**src/rtl/aes_ctr_keystream_combiner.sv**
```systemverilog
// AES-CTR keystream combiner: buffers keystream blocks and XORs them onto plaintext beats.
// Define AES_CTR_COMB_OUTREG_EN for a registered 2-entry skid output stage (default: combinational output).
module aes_ctr_keystream_combiner #(
   parameter int BLOCK_WIDTH      = 128,
   parameter int KS_FIFO_DEPTH    = 4,
   parameter int IV_COUNTER_WIDTH = 32
) (
   input  logic                                clk,
   input  logic                                rst_n,
   input  logic                                flush,
   input  logic [BLOCK_WIDTH-1:0]              ks_tdata,
   input  logic                                ks_tvalid,
   output logic                                ks_tready,
   input  logic [BLOCK_WIDTH-1:0]              s_axis_tdata,
   input  logic [BLOCK_WIDTH/8-1:0]            s_axis_tkeep,
   input  logic                                s_axis_tvalid,
   input  logic                                s_axis_tlast,
   output logic                                s_axis_tready,
   output logic [BLOCK_WIDTH-1:0]              m_axis_tdata,
   output logic [BLOCK_WIDTH/8-1:0]            m_axis_tkeep,
   output logic                                m_axis_tvalid,
   output logic                                m_axis_tlast,
   input  logic                                m_axis_tready,
   output logic [$clog2(KS_FIFO_DEPTH+1)-1:0]  ks_level,
   output logic [IV_COUNTER_WIDTH-1:0]         block_count,
   output logic                                ctr_exhausted
);
   localparam int KW = BLOCK_WIDTH / 8;
   localparam int LW = $clog2(KS_FIFO_DEPTH + 1);
   localparam int AW = $clog2(KS_FIFO_DEPTH);

   logic [BLOCK_WIDTH-1:0]      fifoMem [KS_FIFO_DEPTH];
   logic [AW-1:0]               wrPtr_q, rdPtr_q;
   logic [LW-1:0]               level_q, level_d;
   logic [IV_COUNTER_WIDTH-1:0] count_q, count_d;
   logic                        exhausted_q, exhausted_d;
   logic                        push, pop, inputOk, outCanAccept;
   logic [BLOCK_WIDTH-1:0]      keepMask, cipherData;

   // Every ready/valid is gated by rst_n so outputs fall to idle without waiting for a clock edge.
   assign ks_tready     = rst_n && (level_q < LW'(KS_FIFO_DEPTH)) && !flush;
   assign push          = ks_tvalid && ks_tready;
   assign inputOk       = rst_n && (level_q != '0) && !flush && !exhausted_q;
   assign s_axis_tready = inputOk && outCanAccept;
   assign pop           = s_axis_tvalid && s_axis_tready;

   always_comb begin
      keepMask = '0;
      for (int b = 0; b < KW; b++) begin
         keepMask[b*8 +: 8] = {8{s_axis_tkeep[b]}};
      end
   end

   assign cipherData = (s_axis_tdata ^ fifoMem[rdPtr_q]) & keepMask;

   always_comb begin
      level_d     = level_q;
      count_d     = count_q;
      exhausted_d = exhausted_q;
      if (flush) begin
         level_d     = '0;
         count_d     = '0;
         exhausted_d = 1'b0;
      end else begin
         level_d = level_q + LW'(push) - LW'(pop);
         if (pop) begin
            count_d = count_q + IV_COUNTER_WIDTH'(1);
            if (&count_q) exhausted_d = 1'b1;
         end
      end
   end

   always_ff @(posedge clk or negedge rst_n) begin
      if (!rst_n) begin
         wrPtr_q     <= '0;
         rdPtr_q     <= '0;
         level_q     <= '0;
         count_q     <= '0;
         exhausted_q <= 1'b0;
      end else begin
         level_q     <= level_d;
         count_q     <= count_d;
         exhausted_q <= exhausted_d;
         if (flush) begin
            wrPtr_q <= '0;
            rdPtr_q <= '0;
         end else begin
            if (push) wrPtr_q <= wrPtr_q + AW'(1);
            if (pop)  rdPtr_q <= rdPtr_q + AW'(1);
         end
      end
   end

   always_ff @(posedge clk) begin
      if (push) fifoMem[wrPtr_q] <= ks_tdata;
   end

   assign ks_level      = level_q;
   assign block_count   = count_q;
   assign ctr_exhausted = exhausted_q;

`ifdef AES_CTR_COMB_OUTREG_EN
   logic                   outValid_q, skidValid_q, outLast_q, skidLast_q;
   logic [BLOCK_WIDTH-1:0] outData_q, skidData_q;
   logic [KW-1:0]          outKeep_q, skidKeep_q;

   // Readiness comes only from the skid slot, so s_axis_tready never sees m_axis_tready.
   assign outCanAccept = !skidValid_q;

   always_ff @(posedge clk or negedge rst_n) begin
      if (!rst_n) begin
         outValid_q  <= 1'b0;
         outData_q   <= '0;
         outKeep_q   <= '0;
         outLast_q   <= 1'b0;
         skidValid_q <= 1'b0;
         skidData_q  <= '0;
         skidKeep_q  <= '0;
         skidLast_q  <= 1'b0;
      end else if (flush) begin
         outValid_q  <= 1'b0;
         skidValid_q <= 1'b0;
      end else if (!outValid_q || m_axis_tready) begin
         if (skidValid_q) begin
            outValid_q  <= 1'b1;
            outData_q   <= skidData_q;
            outKeep_q   <= skidKeep_q;
            outLast_q   <= skidLast_q;
            skidValid_q <= 1'b0;
         end else begin
            outValid_q <= pop;
            if (pop) begin
               outData_q <= cipherData;
               outKeep_q <= s_axis_tkeep;
               outLast_q <= s_axis_tlast;
            end
         end
      end else if (pop) begin
         skidValid_q <= 1'b1;
         skidData_q  <= cipherData;
         skidKeep_q  <= s_axis_tkeep;
         skidLast_q  <= s_axis_tlast;
      end
   end

   assign m_axis_tvalid = outValid_q;
   assign m_axis_tdata  = outData_q;
   assign m_axis_tkeep  = outKeep_q;
   assign m_axis_tlast  = outLast_q;
`else
   assign outCanAccept  = m_axis_tready;
   assign m_axis_tvalid = s_axis_tvalid && inputOk;
   assign m_axis_tdata  = rst_n ? cipherData : '0;
   assign m_axis_tkeep  = rst_n ? s_axis_tkeep : '0;
   assign m_axis_tlast  = rst_n && s_axis_tlast;
`endif

endmodule

```
**config.mk**
```make
export PLATFORM = sky130hd
export DESIGN_NAME = aes_ctr_keystream_combiner
export DESIGN_NICKNAME = d
export VERILOG_FILES = /design/src/rtl/aes_ctr_keystream_combiner.sv
export SDC_FILE = /design/constraint.sdc
export NUM_CORES = 1
export LEC_CHECK = 0
export CORE_MARGIN = 5
export CORE_UTILIZATION = 51
export DETAILED_ROUTE_END_ITERATION = 16
export PLACE_DENSITY_LB_ADDON = 0.12
export REMOVE_ABC_BUFFERS = 1
export SLEW_MARGIN = 10
export SYNTH_ARGS = -nofsm -noshare
export SYNTH_HDL_FRONTEND = slang
export SYNTH_SLANG_ARGS = --single-unit
```
**constraint.sdc**
```tcl
create_clock -name clk -period 5.5 [get_ports clk]
set_input_delay 0.55 -clock clk [delete_from_list [all_inputs] [get_ports clk]]
set_output_delay 0.55 -clock clk [all_outputs]
set_load 0.02 [all_outputs]
```
After elaboration in Yosys (flattened, before gate mapping)
Memory sizes are Yosys's and may differ from the RTL's.
Cells that the tools add are included.
W data, S select, Z words.

storage, ports and cells
  bits in writable memories = 512
  memories kept = 1
  input bits = 279
  output and inout port bits = 184
  register bits = 40

memories
  memory   words  bits a word  read ports  clocked after Yosys merged registers in  write ports  line  source
  fifoMem  4      128          1           0                                        1            32    logic [BLOCK_WIDTH-1:0] fifoMem [KS_FIFO_DEPTH];

cells by class
  magnitude comparators = 1
  bitwise logic cells = 2
  add/sub/neg operators = 5
  reductions and logical operators = 18
  muxes and demuxes = 14

operators with widths
  cell                     count
  $and A128 B128 Y128      1
  $mux W128                1
  $xor A128 B128 Y128      1
  $mux W32                 2
  $add A32 B1 Y32 const B  1
  $reduce_and A32 Y1       1
  $mux W16                 1
  $logic_and A1 B1 Y1      10
  $mux W2                  4
  $reduce_bool A2 Y1       3
  $mux W1                  5
  $add A2 B1 Y2 const B    2
  $add A3 B1 Y3            1
  $lt A3 B3 Y1 const B     1
  $mux W3                  1
  $reduce_bool A3 Y1       1
  $sub A3 B1 Y3            1
  $logic_not A1 Y1         2
  $reduce_and A2 Y1        1

Longest topological paths before layout
Gate-level depths: netlist of run 1.

  depth in word-level cells = 8
  depth in mapped cells = 12
  mapped depth without buffers = 10

Worst setup path before layout of run 1
No wires, ideal clock.

  kind = input port to flip-flop
  from = input port rst_n
  to = memory fifoMem[0][0] (enable)
  required time = 4.997 ns
  stages on the path = 3
  arrival = 4.528 ns
  path slack = 0.469 ns
  buffers on the path = 1
  cell sequence = buf_4 -> nor3b_1 -> and3_1

between the ends
  cells in the longest elaborated chain, start to end = 5

RTL lines
  element                            line  source
  start, declared                    9     input logic rst_n,
  $logic_and A1 B1 Y1 (2 in series)  41    assign ks_tready = rst_n && (level_q < LW'(KS_FIFO_DEPTH)) && !flush;
  via ks_tready                      13    output logic ks_tready,
  $logic_and A1 B1 Y1                42    assign push = ks_tvalid && ks_tready;
  $mux W1                            95    if (push) fifoMem[wrPtr_q] <= ks_tdata;
  $mux W1 (not written as such)      95
  end, declared                      32

The timed path passes the listed nets, and every way through them passes these cells.

Final worst setup path of run 1
  from = input port rst_n
  to = output port m_axis_tdata[14]

between the ends
  cells in the longest elaborated chain, start to end = 1

RTL lines
  element        line  source
  $mux W128      153   assign m_axis_tdata = rst_n ? cipherData : '0;
  end, declared  19    output logic [BLOCK_WIDTH-1:0] m_axis_tdata,

Every way passes these cells.

==> results of run 1 <==
## final timing paths
kind                                             startpoint                     endpoint  slack (ns)  depth (start not counted)
worst max register to register    ctr_exhausted$_DFFE_PN0P_        ks_level[2]$_DFF_PN0_        2.76                         10
worst min register to register  block_count[17]$_DFFE_PN0P_  block_count[17]$_DFFE_PN0P_        0.58                          2
min in group clk                block_count[17]$_DFFE_PN0P_  block_count[17]$_DFFE_PN0P_        0.58                          2
worst max-delay path                                  rst_n             m_axis_tdata[14]        1.63                          6
max in group asynchronous                             rst_n       rdPtr_q[1]$_DFFE_PN0P_        4.14                          3
worst min-delay path                                  rst_n  block_count[16]$_DFFE_PN0P_        0.54                          2
## worst max-delay path, cell delays in order
cell	delay, ns
dlygate4sd3_1	0.52
buf_2	0.52
buf_4	0.45
nand2_1	0.33
nor2_1	0.27
clkdlybuf4s50_1	0.65
## metrics by stage
stage,setup WS (ns),utilization [%],power (mW),cells
after global routing,1.40,67.6,9.32,2331
after detailed placement,1.97,63.5,5.47,2226
after global placement,2.02,63.5,5.46,2226
after floorplan,-1.12,-,5.05,1156
final,1.63,67.6,8.99,2333
after CTS,1.54,67.6,9.10,2327
## cells in the mapped netlist, types with 3 or more instances
| cell type | n | area [sq um] |
|---|---|---|
| clkbuf_1 | 9 | 33.8 |
| a21oi_1 | 21 | 105 |
| buf_1 | 9 | 33.8 |
| inv_1 | 27 | 101 |
| ha_1 | 7 | 87.6 |
| mux2_2 | 4 | 45.0 |
| xnor2_1 | 131 | 1150 |
| nand4_1 | 9 | 56.3 |
| dfrtp_1 | 40 | 1000 |
| nor2_1 | 138 | 518 |
| or4_1 | 18 | 135 |
| buf_2 | 20 | 100 |
| o31ai_1 | 20 | 150 |
| o21ai_0 | 5 | 25.0 |
| nor4_1 | 4 | 25.0 |
| xor2_1 | 3 | 26.3 |
| nand3_1 | 12 | 60.1 |
| or2_2 | 3 | 18.8 |
| and4_1 | 5 | 43.8 |
| and2_1 | 4 | 25.0 |
| nand4_4 | 4 | 85.1 |
| nor2b_1 | 5 | 31.3 |
| and3_1 | 8 | 50.1 |
| mux4_2 | 128 | 2880 |
| edfxtp_1 | 512 | 15400 |
| or3_1 | 4 | 25.0 |
| nand2_1 | 29 | 109 |
## cell type report
type	instances	area share [%]
clock buffers	74	5.19
flip-flops and latches	552	55.2
well taps	592	2.49
inverters	27	0.341
repair buffers	479	16.3
clock inverters	26	0.767
diodes	6	0.0506
multi-input cells	577	19.7
## logic make-up after synthesis
logic type,synth area share (%)
buffers and inverters,1.33
AO/OA/AOI/OAI,1.47
multiplexers,13.1
adder cells (fa/ha/maj),0.478
flip-flops,72.8
XOR/XNOR,5.22
AND/OR/NAND/NOR,5.67
## registers in the layout, summed over array words and instances (netlist names)
register	flops
ctr_exhausted	1
rdPtr_q	2
fifoMem	512
ks_level	3
wrPtr_q	2
block_count	32
## power groups by stage
| stage | Clock, mW | Sequential, mW | Combinational (mW) |
|---|---|---|---|
| finish | 3.61 | 4.67 | 0.709 |
| global route | 3.89 | 4.67 | 0.761 |
| CTS | 3.71 | 4.67 | 0.720 |
| detailed placement | 0 | 4.76 | 0.715 |
| global placement | 0 | 4.75 | 0.705 |
| floorplan | 0 | 4.77 | 0.283 |
## per-layer routing
metal  global-route usage, %  up-vias  wire length (um)
met5                       0        -                52
met4                    6.10        8               899
met3                    4.78       63              3650
met2                    33.7      432             25700
met1                    27.8     6347             20000
li1                        -     5732                 -
==> reports/metrics.yaml, run 1 <==
final_layout:
  seq_area_sq_mm: 0.0164
  drive_above_1_share_pct: 14.2
  final_common_cell: "edfxtp_1"
  syn_to_final_growth_pct: 32.0
  multi_input_area_sq_mm: 0.00585
  nets: 1979
  final.fill_count: 3048
  final_area_sq_mm: 0.0297
  mostFrequentLayoutCells: "edfxtp_1, clkdlybuf4s50_1, nor2_1, xnor2_1, mux4_2"
pwr:
  internal_power_mw: 7.18
  p_per_area_mw_per_mm2: 303
  netSwitchingFraction_pct: 20.1
  ir_drop_v: 0.000271
  clkPwrFrac_pct: 40.2
  p_seq_share_pct: 51.9
  p_sw_mw: 1.81
  pwr-share-comb_pct: 7.9
  leakage_nw: 9.59
critical_path:
  startpoint_type: "input pin"
  path_max_fanout: 26
  arrival_ns: 3.32
  cp-end-kind: "output pin"
  path_class: "input pin to output pin"
  cp_data_required_time_ns: 4.95
cts:
  clk_pin_slew_ns: 0.06
  cts_buffers: 55
  htree_num_levels: 2
  cts.sinks: 552
  cts_resized: 0
  clk_latency_ns: 0.58
  postCtsHoldBufs: 1
  cts_tree: "built"
  post_cts_buffers: 0
  clockBufferDepth: 3
  root_buffer: "clkbuf_16"
drt:
  viasPerCell: 5.39
  drt_iter0_markers: 979
  via_count: 12582
  first_pass_iters: 5
  drt.antenna.violating_nets: 0
  wl_per_cell_um: 21.6
  drt_wl_total_um: 50300
  route.detailed.drc: 0
logic_synthesis:
  yosysWarnings: 0
  synthesis.area_sq_mm: 0.0225
  async_reset_ff_share_pct: 7.25
  synth_cells: 1197
  synth_edf_count: 512
  synth_cell_type_count: 41
  yosys_most_used_dff: "edfxtp_1"
  synth.avg_cell_area_sq_um: 18.8
  seq_area_frac_synth_pct: 72.8
  ys_ff_latch: 552
floorplan:
  fp.dieW_um: 220
  num_io_pins: 463
  die_h_um: 220
  floorplan.rows: 77
  initial_utilization_pct: 51.2
  design.core.area_sq_mm: 0.0439
  die-area_sq_mm: 0.0484
timing:
  setup_violations: 0
  fmax_mhz: 258
  whs_ns: 0.542
  period_share_pct: 70.4
  tightest_slew_ns: 0.944
  slew_headroom_pct: 37.1
  finalHoldViolations: 0
  period_needed_ns: 3.87
  finalClockSkew_ns: 0.00742
  setup_tns_ns: 0
  final_max_slew_viol_count: 0
  rsz0062_at_grt: "no"
flow_run:
  drv_cap: 0
hold_path:
  hp-class: "input pin to asynchronous set/reset pin"
global_route:
  grt_remaining_overflow: 0
  grt_pass1_wl_um: 75100
  grt_usage_pct: 20.5
  first_global_vias: 12776
  antenna_found_initial: 9
  grt_max_degree: 69
place:
  routabilityCongestion: 0.786
  dpl_cell_area_sq_mm: 0.0279
  hpwl_um: 33500
  numPortBuffers: 462
status:
  outcome: "finished clean"
Note: power is estimated with default switching activity, not from simulation.
==> run 2: changes to the inputs <==
--- a/config.mk
+++ b/config.mk
@@ -6,7 +6,7 @@
 export NUM_CORES = 1
 export LEC_CHECK = 0
 export CORE_MARGIN = 5
-export CORE_UTILIZATION = 51
+export CORE_UTILIZATION = 46
 export DETAILED_ROUTE_END_ITERATION = 16
 export PLACE_DENSITY_LB_ADDON = 0.12
 export REMOVE_ABC_BUFFERS = 1
==> constraint.sdc (replaced) <==
create_clock -name clk -period 3.15 [get_ports clk]
set_input_delay 0.315 -clock clk [delete_from_list [all_inputs] [get_ports clk]]
set_output_delay 0.315 -clock clk [all_outputs]
set_load 0.02 [all_outputs]
==> reports/metrics.yaml, run 2 (synthesis gave the netlist of run 1 again) <==
drt:
  drt_iter0_markers: 813  # was 979
  first_pass_iters: 5  # unchanged
  wl_per_cell_um: 21.8  # was 21.6 um
  drt_wl_total_um: 52100  # was 50300 um
  via_count: 12673  # was 12582
  route.detailed.drc: 0  # unchanged
  viasPerCell: 5.30  # was 5.39
  drt.antenna.violating_nets: 0  # unchanged
timing:
  slew_headroom_pct: 62.8  # was 37.1%
  finalClockSkew_ns: 0.0101  # was 0.00742 ns
  final_max_slew_viol_count: 0  # unchanged
  tightest_slew_ns: 0.557  # was 0.944 ns
  setup_tns_ns: 0  # unchanged
  whs_ns: 0.201  # was 0.542 ns
  rsz0062_at_grt: "no"  # unchanged
  fmax_mhz: 331
  setup_violations: 0  # unchanged
  finalHoldViolations: 0  # unchanged
  period_share_pct: 96.0
  period_needed_ns: 3.03
cts:
  cts_buffers: 55  # unchanged
  clk_pin_slew_ns: 0.06  # about the same
  root_buffer: "clkbuf_16"  # unchanged
  cts.sinks: 552  # unchanged
  clockBufferDepth: 3  # unchanged
  cts_tree: "built"  # unchanged
  htree_num_levels: 2  # unchanged
  clk_latency_ns: 0.59  # was 0.58 ns
pwr:
  internal_power_mw: 12.6  # was 7.18 mW
  netSwitchingFraction_pct: 20.0  # was 20.1%
  pwr-share-comb_pct: 7.8  # was 7.9%
  p_seq_share_pct: 51.6  # was 51.9%
  ir_drop_v: 0.000540  # was 0.000271 V
  p_per_area_mw_per_mm2: 524  # was 303 mW/mm^2
  p_sw_mw: 3.16  # was 1.81 mW
  clkPwrFrac_pct: 40.6  # was 40.2%
  leakage_nw: 10.3  # was 9.59 nW
critical_path:
  reg2reg_depth: 10  # unchanged
  r2r_setup_slack_ns: 0.79  # was 2.76 ns
  critPathBufInv: 2  # was 4
  reg2reg_to: "ks_level[2]$_DFF_PN0_"  # unchanged
  timing.critical_path.slowest_stage_cell: "clkdlybuf4s50_1"  # unchanged
  cp-end-kind: "output pin"  # unchanged
  path_class: "flip-flop to output pin"  # was input pin to output pin
  crit_family: "buffers and inverters"  # unchanged
  timing.rr.start: "ks_level[1]$_DFF_PN0_"  # was ctr_exhausted$_DFFE_PN0P_
  startpoint_type: "flip-flop"  # was input pin
  crit_chain: "buf_12, mux4_2, xnor2_1, nor2_1, clkdlybuf4s50_1"  # was dlygate4sd3_1, buf_2, buf_4, nand2_1, nor2_1, clkdlybuf4s50_1
  path_max_fanout: 18  # was 26
  arrival_ns: 2.71  # was 3.32 ns
  cp_data_required_time_ns: 2.83  # was 4.95 ns
  max_stage_delay_ns: 0.63  # was 0.65 ns
final_layout:
  largest-register: "fifoMem"  # unchanged
  postLayoutCoreUtil_pct: 62.0  # was 67.6%
  syn_to_final_growth_pct: 34.0  # was 32.0%
  drive_above_1_share_pct: 15.4  # was 14.2%
  largest_reg_flops: 512  # unchanged
  mostFrequentLayoutCells: "edfxtp_1, clkdlybuf4s50_1, nor2_1, xnor2_1, mux4_2"  # unchanged
  nets: 2014  # was 1979
  final_common_cell: "edfxtp_1"  # unchanged
  final.fill_count: 3628  # was 3048
floorplan:
  fp.dieW_um: 231  # was 220 um
  die_h_um: 231  # was 220 um
  num_io_pins: 463  # unchanged
  design.core.area_sq_mm: 0.0486  # was 0.0439 sq mm
  initial_utilization_pct: 46.3  # was 51.2%
  floorplan.rows: 81  # was 77
  die-area_sq_mm: 0.0534  # was 0.0484 sq mm
global_route:
  grt_pass1_wl_um: 78300  # was 75100 um
  grt_max_degree: 71  # was 69
  grt_remaining_overflow: 0  # unchanged
  antenna_found_initial: 9  # unchanged
  first_global_vias: 12980  # was 12776
  grt_usage_pct: 19.3  # was 20.5%
hold_path:
  hp-class: "input pin to asynchronous set/reset pin"  # unchanged
place:
  numPortBuffers: 462  # unchanged
  hpwl_um: 36100  # was 33500 um
  routabilityCongestion: 0.826  # was 0.786
flow_run:
  drv_cap: 0  # unchanged
status:
  outcome: "finished clean"  # unchanged
==> run 2: through the flow <==
step                cells  power (mW)  instance area [sq um]  setup slack, ns
finish               2393        15.8                  30100            0.125
CTS                  2386        16.0                  30100          0.00234
floorplan            1156        8.82                  22300            -3.24
detailed placement   2287        9.60                  28400            0.402
global placement     2287        9.57                  28400            0.411
global route         2390        16.4                  30100          0.00202
==> run 2: worst max path at each step <==
stage / from / to / cells after the start
floorplan: rdPtr_q[0]$_DFFE_PN0P_ / m_axis_tdata[0] / 3
global placement: rdPtr_q[0]$_DFFE_PN0P_ / m_axis_tdata[95] / 6
detailed placement: rdPtr_q[0]$_DFFE_PN0P_ / m_axis_tdata[95] / 6
CTS: rdPtr_q[1]$_DFFE_PN0P_ / m_axis_tdata[14] / 5
global route: rdPtr_q[0]$_DFFE_PN0P_ / m_axis_tdata[9] / 5
finish: rdPtr_q[0]$_DFFE_PN0P_ / m_axis_tdata[14] / 5
==> run 2: cell type report <==
cell class	count	area [sq um]	area share (%)
sequential	552	16400	54.4
timing repair buffer	514	5250	17.4
inverter	27	101	0.336
tap	622	778	2.58
clock inverter	24	285	0.946
multi-input combinational	577	5850	19.4
antenna	4	10.0	0.0332
clock buffer	73	1490	4.93
==> run 2: what timing repair did <==
item / in CTS / in global routing
endpoints found under the hold margin: 40 / 0
cloned: 1 / 0
buffers inserted: 0 / 3
endpoints found under the setup margin: 106 / 11
hold buffers: 1 / 0
resized for setup: 109 / 7
==> run 2: routing by layer <==
layer	GRT usage, %	vias up	wire (um)	share of wire (%)
met4	5.00	8	963	1.8
met5	0	-	55	0.11
met2	31.4	374	26200	50
met1	26.5	6428	21500	41
met3	4.63	71	3360	6.5
li1	-	5792	-	-
==> run 2: power groups by stage <==
stage               clock (mW)  combinational, mW  sequential (mW)
floorplan                    0              0.495             8.33
global placement             0               1.28             8.30
detailed placement           0               1.30             8.30
CTS                       6.59               1.26             8.15
global route              6.91               1.33             8.15
finish                    6.42               1.23             8.15
